--- src/rtl/div_arbiter.sv ---
// div_arbiter: shares one iterative divider among NREQ requesters.
//
// Each accepted request is loaded into the divider by holding div_reset_n low
// for LOAD_CYC cycles with the operands stable on div_i0/div_i1. The arbiter
// then releases reset and waits for div_ready. The result is returned on the
// resp_* channel, tagged with the requester index. If the divider does not
// finish within TIMEOUT cycles, the operation is aborted with resp_err=1.
// Requesters are served round-robin, and only one operation is in flight.
//
// Optional feature (macro DIV_ZERO_CHECK_EN):
//   A granted request with a zero divisor bypasses the divider. It answers
//   q=all-ones, r=dividend, err=1, and div_reset_n is left untouched.
//
// Handshakes:
//   req/gnt : req[k] is a level and is held until gnt[k] pulses for one cycle.
//             The pulse means the operands of k were captured. A req still
//             high after its gnt counts as a new request.
//   resp    : valid/ready. resp_valid stays high and resp_* stay constant
//             until the cycle where resp_valid && resp_ready. resp_valid
//             drops on the next cycle.
//
// Ports:
//   clock, reset            rising-edge clock, asynchronous active-high reset
//   req, req_a, req_b       per-requester request and packed operands
//                           (requester k at [k*WIDTH +: WIDTH])
//   gnt                     one-hot grant pulse
//   resp_valid/ready/id/q/r/err   result channel
//   div_reset_n, div_i0, div_i1   drive the shared divider
//   div_o0, div_o1, div_ready     results from the shared divider
//   dbg_state               current FSM state (IDLE=0, LOAD=1, RUN=2, RESP=3)
module div_arbiter #(
  parameter int WIDTH    = 16,
  parameter int NREQ     = 4,
  parameter int LOAD_CYC = 2,
  parameter int TIMEOUT  = 64,
  localparam int IDW     = $clog2(NREQ)
) (
  input  logic                  clock,
  input  logic                  reset,
  input  logic [NREQ-1:0]       req,
  input  logic [NREQ*WIDTH-1:0] req_a,
  input  logic [NREQ*WIDTH-1:0] req_b,
  output logic [NREQ-1:0]       gnt,
  output logic                  resp_valid,
  input  logic                  resp_ready,
  output logic [IDW-1:0]        resp_id,
  output logic [WIDTH-1:0]      resp_q,
  output logic [WIDTH-1:0]      resp_r,
  output logic                  resp_err,
  output logic                  div_reset_n,
  output logic [WIDTH-1:0]      div_i0,
  output logic [WIDTH-1:0]      div_i1,
  input  logic [WIDTH-1:0]      div_o0,
  input  logic [WIDTH-1:0]      div_o1,
  input  logic                  div_ready,
  output logic [1:0]            dbg_state
);

  localparam int LCW = $clog2(LOAD_CYC + 1);
  localparam int TW  = $clog2(TIMEOUT + 1);

  typedef enum logic [1:0] {IDLE = 2'd0, LOAD = 2'd1, RUN = 2'd2, RESP = 2'd3} state_t;

  state_t           state;
  logic [IDW-1:0]   rr;
  logic [LCW-1:0]   load_cnt;
  logic [TW-1:0]    timer;

  logic             pick_valid;
  logic [IDW-1:0]   pick_idx;
  logic [WIDTH-1:0] pick_a;
  logic [WIDTH-1:0] pick_b;

  assign dbg_state = state;

  // (base + off) mod NREQ, for off < NREQ.
  function automatic logic [IDW-1:0] wrap_idx(input logic [IDW-1:0] base, input int off);
    int sum;
    sum = int'(base) + off;
    if (sum >= NREQ) sum = sum - NREQ;
    return IDW'(sum);
  endfunction

  // Pick the first requester at or after the round-robin pointer.
  always_comb begin
    pick_valid = 1'b0;
    pick_idx   = '0;
    pick_a     = '0;
    pick_b     = '0;
    for (int i = 0; i < NREQ; i++) begin
      if (!pick_valid && req[wrap_idx(rr, i)]) begin
        pick_valid = 1'b1;
        pick_idx   = wrap_idx(rr, i);
        pick_a     = req_a[int'(wrap_idx(rr, i))*WIDTH +: WIDTH];
        pick_b     = req_b[int'(wrap_idx(rr, i))*WIDTH +: WIDTH];
      end
    end
  end

  always_ff @(posedge clock or posedge reset) begin
    if (reset) begin
      state       <= IDLE;
      rr          <= '0;
      load_cnt    <= '0;
      timer       <= '0;
      gnt         <= '0;
      resp_valid  <= 1'b0;
      resp_id     <= '0;
      resp_q      <= '0;
      resp_r      <= '0;
      resp_err    <= 1'b0;
      div_reset_n <= 1'b0;
      div_i0      <= '0;
      div_i1      <= '0;
    end else begin
      gnt <= '0;
      case (state)
        IDLE: begin
          if (pick_valid) begin
            gnt     <= NREQ'(1) << pick_idx;
            resp_id <= pick_idx;
            rr      <= wrap_idx(pick_idx, 1);
`ifdef DIV_ZERO_CHECK_EN
            if (pick_b == '0) begin
              resp_q     <= '1;
              resp_r     <= pick_a;
              resp_err   <= 1'b1;
              resp_valid <= 1'b1;
              state      <= RESP;
            end else
`endif
            begin
              div_i0      <= pick_a;
              div_i1      <= pick_b;
              div_reset_n <= 1'b0;
              load_cnt    <= '0;
              state       <= LOAD;
            end
          end
        end
        LOAD: begin
          if (load_cnt == LCW'(LOAD_CYC - 1)) begin
            div_reset_n <= 1'b1;
            timer       <= '0;
            state       <= RUN;
          end else begin
            load_cnt <= load_cnt + 1'b1;
          end
        end
        RUN: begin
          // During the first RUN cycle, div_ready may still show the
          // completion flag of the previous operation, so it is ignored.
          if (timer != '0 && div_ready) begin
            resp_q     <= div_o0;
            resp_r     <= div_o1;
            resp_err   <= 1'b0;
            resp_valid <= 1'b1;
            state      <= RESP;
          end else if (timer == TW'(TIMEOUT - 1)) begin
            resp_q     <= '0;
            resp_r     <= '0;
            resp_err   <= 1'b1;
            resp_valid <= 1'b1;
            state      <= RESP;
          end else begin
            timer <= timer + 1'b1;
          end
        end
        RESP: begin
          if (resp_ready) begin
            resp_valid <= 1'b0;
            state      <= IDLE;
          end
        end
        default: state <= IDLE;
      endcase
    end
  end

endmodule

--- config.mk ---
export PLATFORM = sky130hd
export DESIGN_NAME = div_arbiter
export DESIGN_NICKNAME = d
export VERILOG_FILES = /design/src/rtl/div_arbiter.sv
export SDC_FILE = /design/constraint.sdc
export NUM_CORES = 1
export LEC_CHECK = 0
export CAP_MARGIN = 15
export CORE_ASPECT_RATIO = 0.8
export CORE_MARGIN = 2
export CORE_UTILIZATION = 50
export CTS_BUF_LIST = sky130_fd_sc_hd__clkbuf_16
export DETAILED_ROUTE_END_ITERATION = 16
export GPL_TIMING_DRIVEN = 0
export PLACE_DENSITY_LB_ADDON = 0.3
export RECOVER_POWER = 100
export SKIP_CTS_REPAIR_TIMING = 1
export SLEW_MARGIN = 15
export SYNTH_ARGS = -nofsm -noshare
export SYNTH_HDL_FRONTEND = slang
export SYNTH_SLANG_ARGS = --single-unit
--- constraint.sdc ---
create_clock -name clock -period 5.3 [get_ports clock]
set_input_delay 1.06 -clock clock [delete_from_list [all_inputs] [get_ports clock]]
set_output_delay 1.06 -clock clock [all_outputs]
set_load 0.02 [all_outputs]
==> reports/metrics.cfg <==
[synth]
synthFlopType = dfrtp_1
synth_xor_area_share_pct = 0
avgSynthCellArea_sq_um = 11.0
synthMuxAreaShare_pct = 25.7
syn-num-nets = 819
yosysUniqueCellTypes = 56
ys_async_sr_fraction_pct = 100
netlist_instances = 640
post_synth_instance_area_sq_um = 7030
synth_compound_area_share_pct = 25.8
synth_edf_count = 0
synthSimpleGateAreaFrac_pct = 10.1
synth-adder-area-share_pct = 1.96
synth_top_family_by_area = compound AO/OA/AOI/OAI gates
ys_seq_area_share_pct = 30.6
synth-seq-cells = 86
yosysWarningCount = 0

[grt]
grt_pass1_vias = 7272
grt_use_total_pct = 33.6
grt-ovfl-total = 0
grt_max_degree = 54
antenna_found_initial = 0
grt_pass1_wl_microns = 38900

[clocking]
clkLatencyLatePin_ns = 0.36
clockBufferDepth = 2
clkTransAtPathRegs_ns = 0.07
clock-sinks = 86
cts_root_buf = clkbuf_16
cts_htree_levels = 3
cts-buffers-inserted = 9
cts_tree = built

[timing]
hold_viol = 0
grt_setup_unrepaired = no
timing.final.crit_period_ns = 3.91
relSlewSlack_pct = 1.73
finClkSkew_ns = 0.00759
fin_setup_tns_ns = 0
clock.fmax_mhz = 256
drv_slew = 0
setup_violations = 0
fin_ws_ns = 1.39
finalCritPeriodShare_pct = 73.8
worst_slew_pin_slew_ns = 1.47

[drt]
ant_nets = 0
via_per_inst = 7.05
drt_iter0_markers = 1089
drt-total-wl_microns = 25700
first_pass_iters = 12
drcViolationCount = 0
vias = 7597
wire_per_inst_microns = 23.9

[setup_path]
crit_top_cell = clkbuf_1
path_cells = dlygate4sd3_1 -> clkbuf_1 -> nor4_1 -> nand2b_1 -> clkbuf_1 -> clkbuf_1 -> nor2_1 -> a21o_1
crit_buf_inv = 4
cp.arrival_ns = 4.16
crit_family = buffers and inverters
cp_max_fo = 10
crit_type = input pin to flip-flop
r2r_cells = 9
cp_num_cells = 8
max_stage_delay_ns = 0.82
worstPathRequired_ns = 5.55
worstSetupStartpoint = req[1]
crit_slowest_cell = nor4_1
r2r-start = timer[0]$_DFFE_PP0P_
cp-start-kind = input pin
end_kind = flip-flop

[power]
ir_drop_mv = 0.305
p_leak_nw = 3.95
powerDensity_nw_per_um2 = 550
power.total_mw = 5.47

[place]
pre_cts_slack_ns = 1.61
portBuffers = 240
hpwl_microns = 18800
place_area_sq_um = 9690
gp_congestion = 0.906

[floorplan]
die_h_microns = 110
coreArea_sq_um = 13600
num_rows = 38
die_w_microns = 137
io_pins = 243
dieArea_sq_um = 15000
start_util_pct = 51.5

[final_layout]
nets = 1071
area_delta_synth_final_pct = 41.4
fill_cells = 940
fin_area_sq_um = 9950
drive_above_1_share_pct = 15.0

[status]
violations = max-capacitance violations
status = finished with violations

[hold_path]
hold_start = resp_r[6]$_DFFE_PP0P_
hp-class = flip-flop to flip-flop
whs_path_depth = 1

[flow_run]
maxCapViolCount = 1

-- per-layer routing --
metal	track usage [%]	part of all wire, %	vias up	wire length (microns)
li1	-	-	3181	-
met1	45.6	38	3633	9670
met2	52.9	46	697	11900
met3	6.13	13	86	3350
met4	15.8	3.1	0	796
met5	0	0	-	0
-- final timing paths --
path                                               end  slack (ns)
worst min register to register   resp_r[6]$_DFFE_PP0P_        0.49
worst min-delay path             resp_r[6]$_DFFE_PP0P_        0.49
worst max-delay path            resp_id[0]$_DFFE_PP0P_        1.39
worst max register to register    timer[3]$_DFFE_PP0P_        2.29
min in group asynchronous        resp_q[2]$_DFFE_PP0P_        1.50
max in group asynchronous       div_i1[14]$_DFFE_PP0P_        2.97
-- cells in the final DEF, fill, tap and decap left out, drive strengths merged, types with 11 or more instances in the layout --
master,netlist,routed
a221o,58,58
a222oi,29,29
a22o,34,34
buf,36,28
clkbuf,38,56
clkdlybuf4s50,0,163
dfrtp,86,86
dlygate4sd3,0,77
ha,11,11
inv,13,14
mux2,33,33
mux2i,13,13
mux4,58,58
nand2,42,42
nand3,32,32
nor2,21,21
o211ai,31,31
o21ai,16,16
-- area by class of cell --
cell class / count / area, sq um / share of cell area (%)
repair buffers: 241 / 2430 / 24.4
clock buffers: 9 / 225 / 2.26
clock inverters: 6 / 63.8 / 0.642
inverters: 13 / 50.0 / 0.503
multi-input cells: 467 / 4460 / 44.8
diodes: 1 / 2.50 / 0.0252
well taps: 180 / 225 / 2.26
flip-flops and latches: 86 / 2150 / 21.6
plain buffers: 74 / 340 / 3.42
-- Yosys cell counts (all sizes together) (4+ instances only) --
cell	n	area [sq um]
mux2	33	372
mux2i	13	130
nor2b	4	25.0
o21ai	16	83.8
and2	10	62.6
inv	13	48.8
dfrtp	86	2150
o211ai	31	233
clkbuf	38	143
buf	36	219
nand2b	5	31.3
nor3	7	40.0
ha	11	138
mux4	58	1310
a221o	58	581
a32oi	5	51.3
a211oi	5	37.5
o22ai	6	37.5
a21oi	9	45.0
nand3	32	160
nand2	42	158
a222oi	29	290
a21o	4	30.0
nor2	21	81.3
a22o	34	298
-- through the flow --
step	hold WS [ns]	std cells	util, %
after global placement	0.481	1060	70.8
after floorplan	0.508	640	-
after detailed placement	0.473	1061	71.0
after global routing	0.507	1076	72.9
after CTS	0.501	1076	73.1
final	0.493	1077	72.9
-- flip-flops by register name, indices dropped and copies added, names as in the netlist --
signal / flops
dbg_state: 2
div_i0: 16
div_i1: 16
div_reset_n: 1
gnt: 4
load_cnt: 2
resp_err: 1
resp_id: 2
resp_q: 16
resp_r: 16
resp_valid: 1
rr: 2
timer: 7
-- kinds of logic after synthesis --
| logic type | after synthesis |
|---|---|
| AO/OA/AOI/OAI | 213 |
| adder cells (fa/ha/maj) | 11 |
| buffers and inverters | 87 |
| flip-flops | 86 |
| multiplexers | 104 |
| AND/OR/NAND/NOR | 139 |
-- report_power, final --
part	internal, mW	switching, mW
combinational	1.72	1.98
clock	0.363	0.287
sequential	0.948	0.177
total	3.03	2.45
Power figures use the tool's default switching activity.
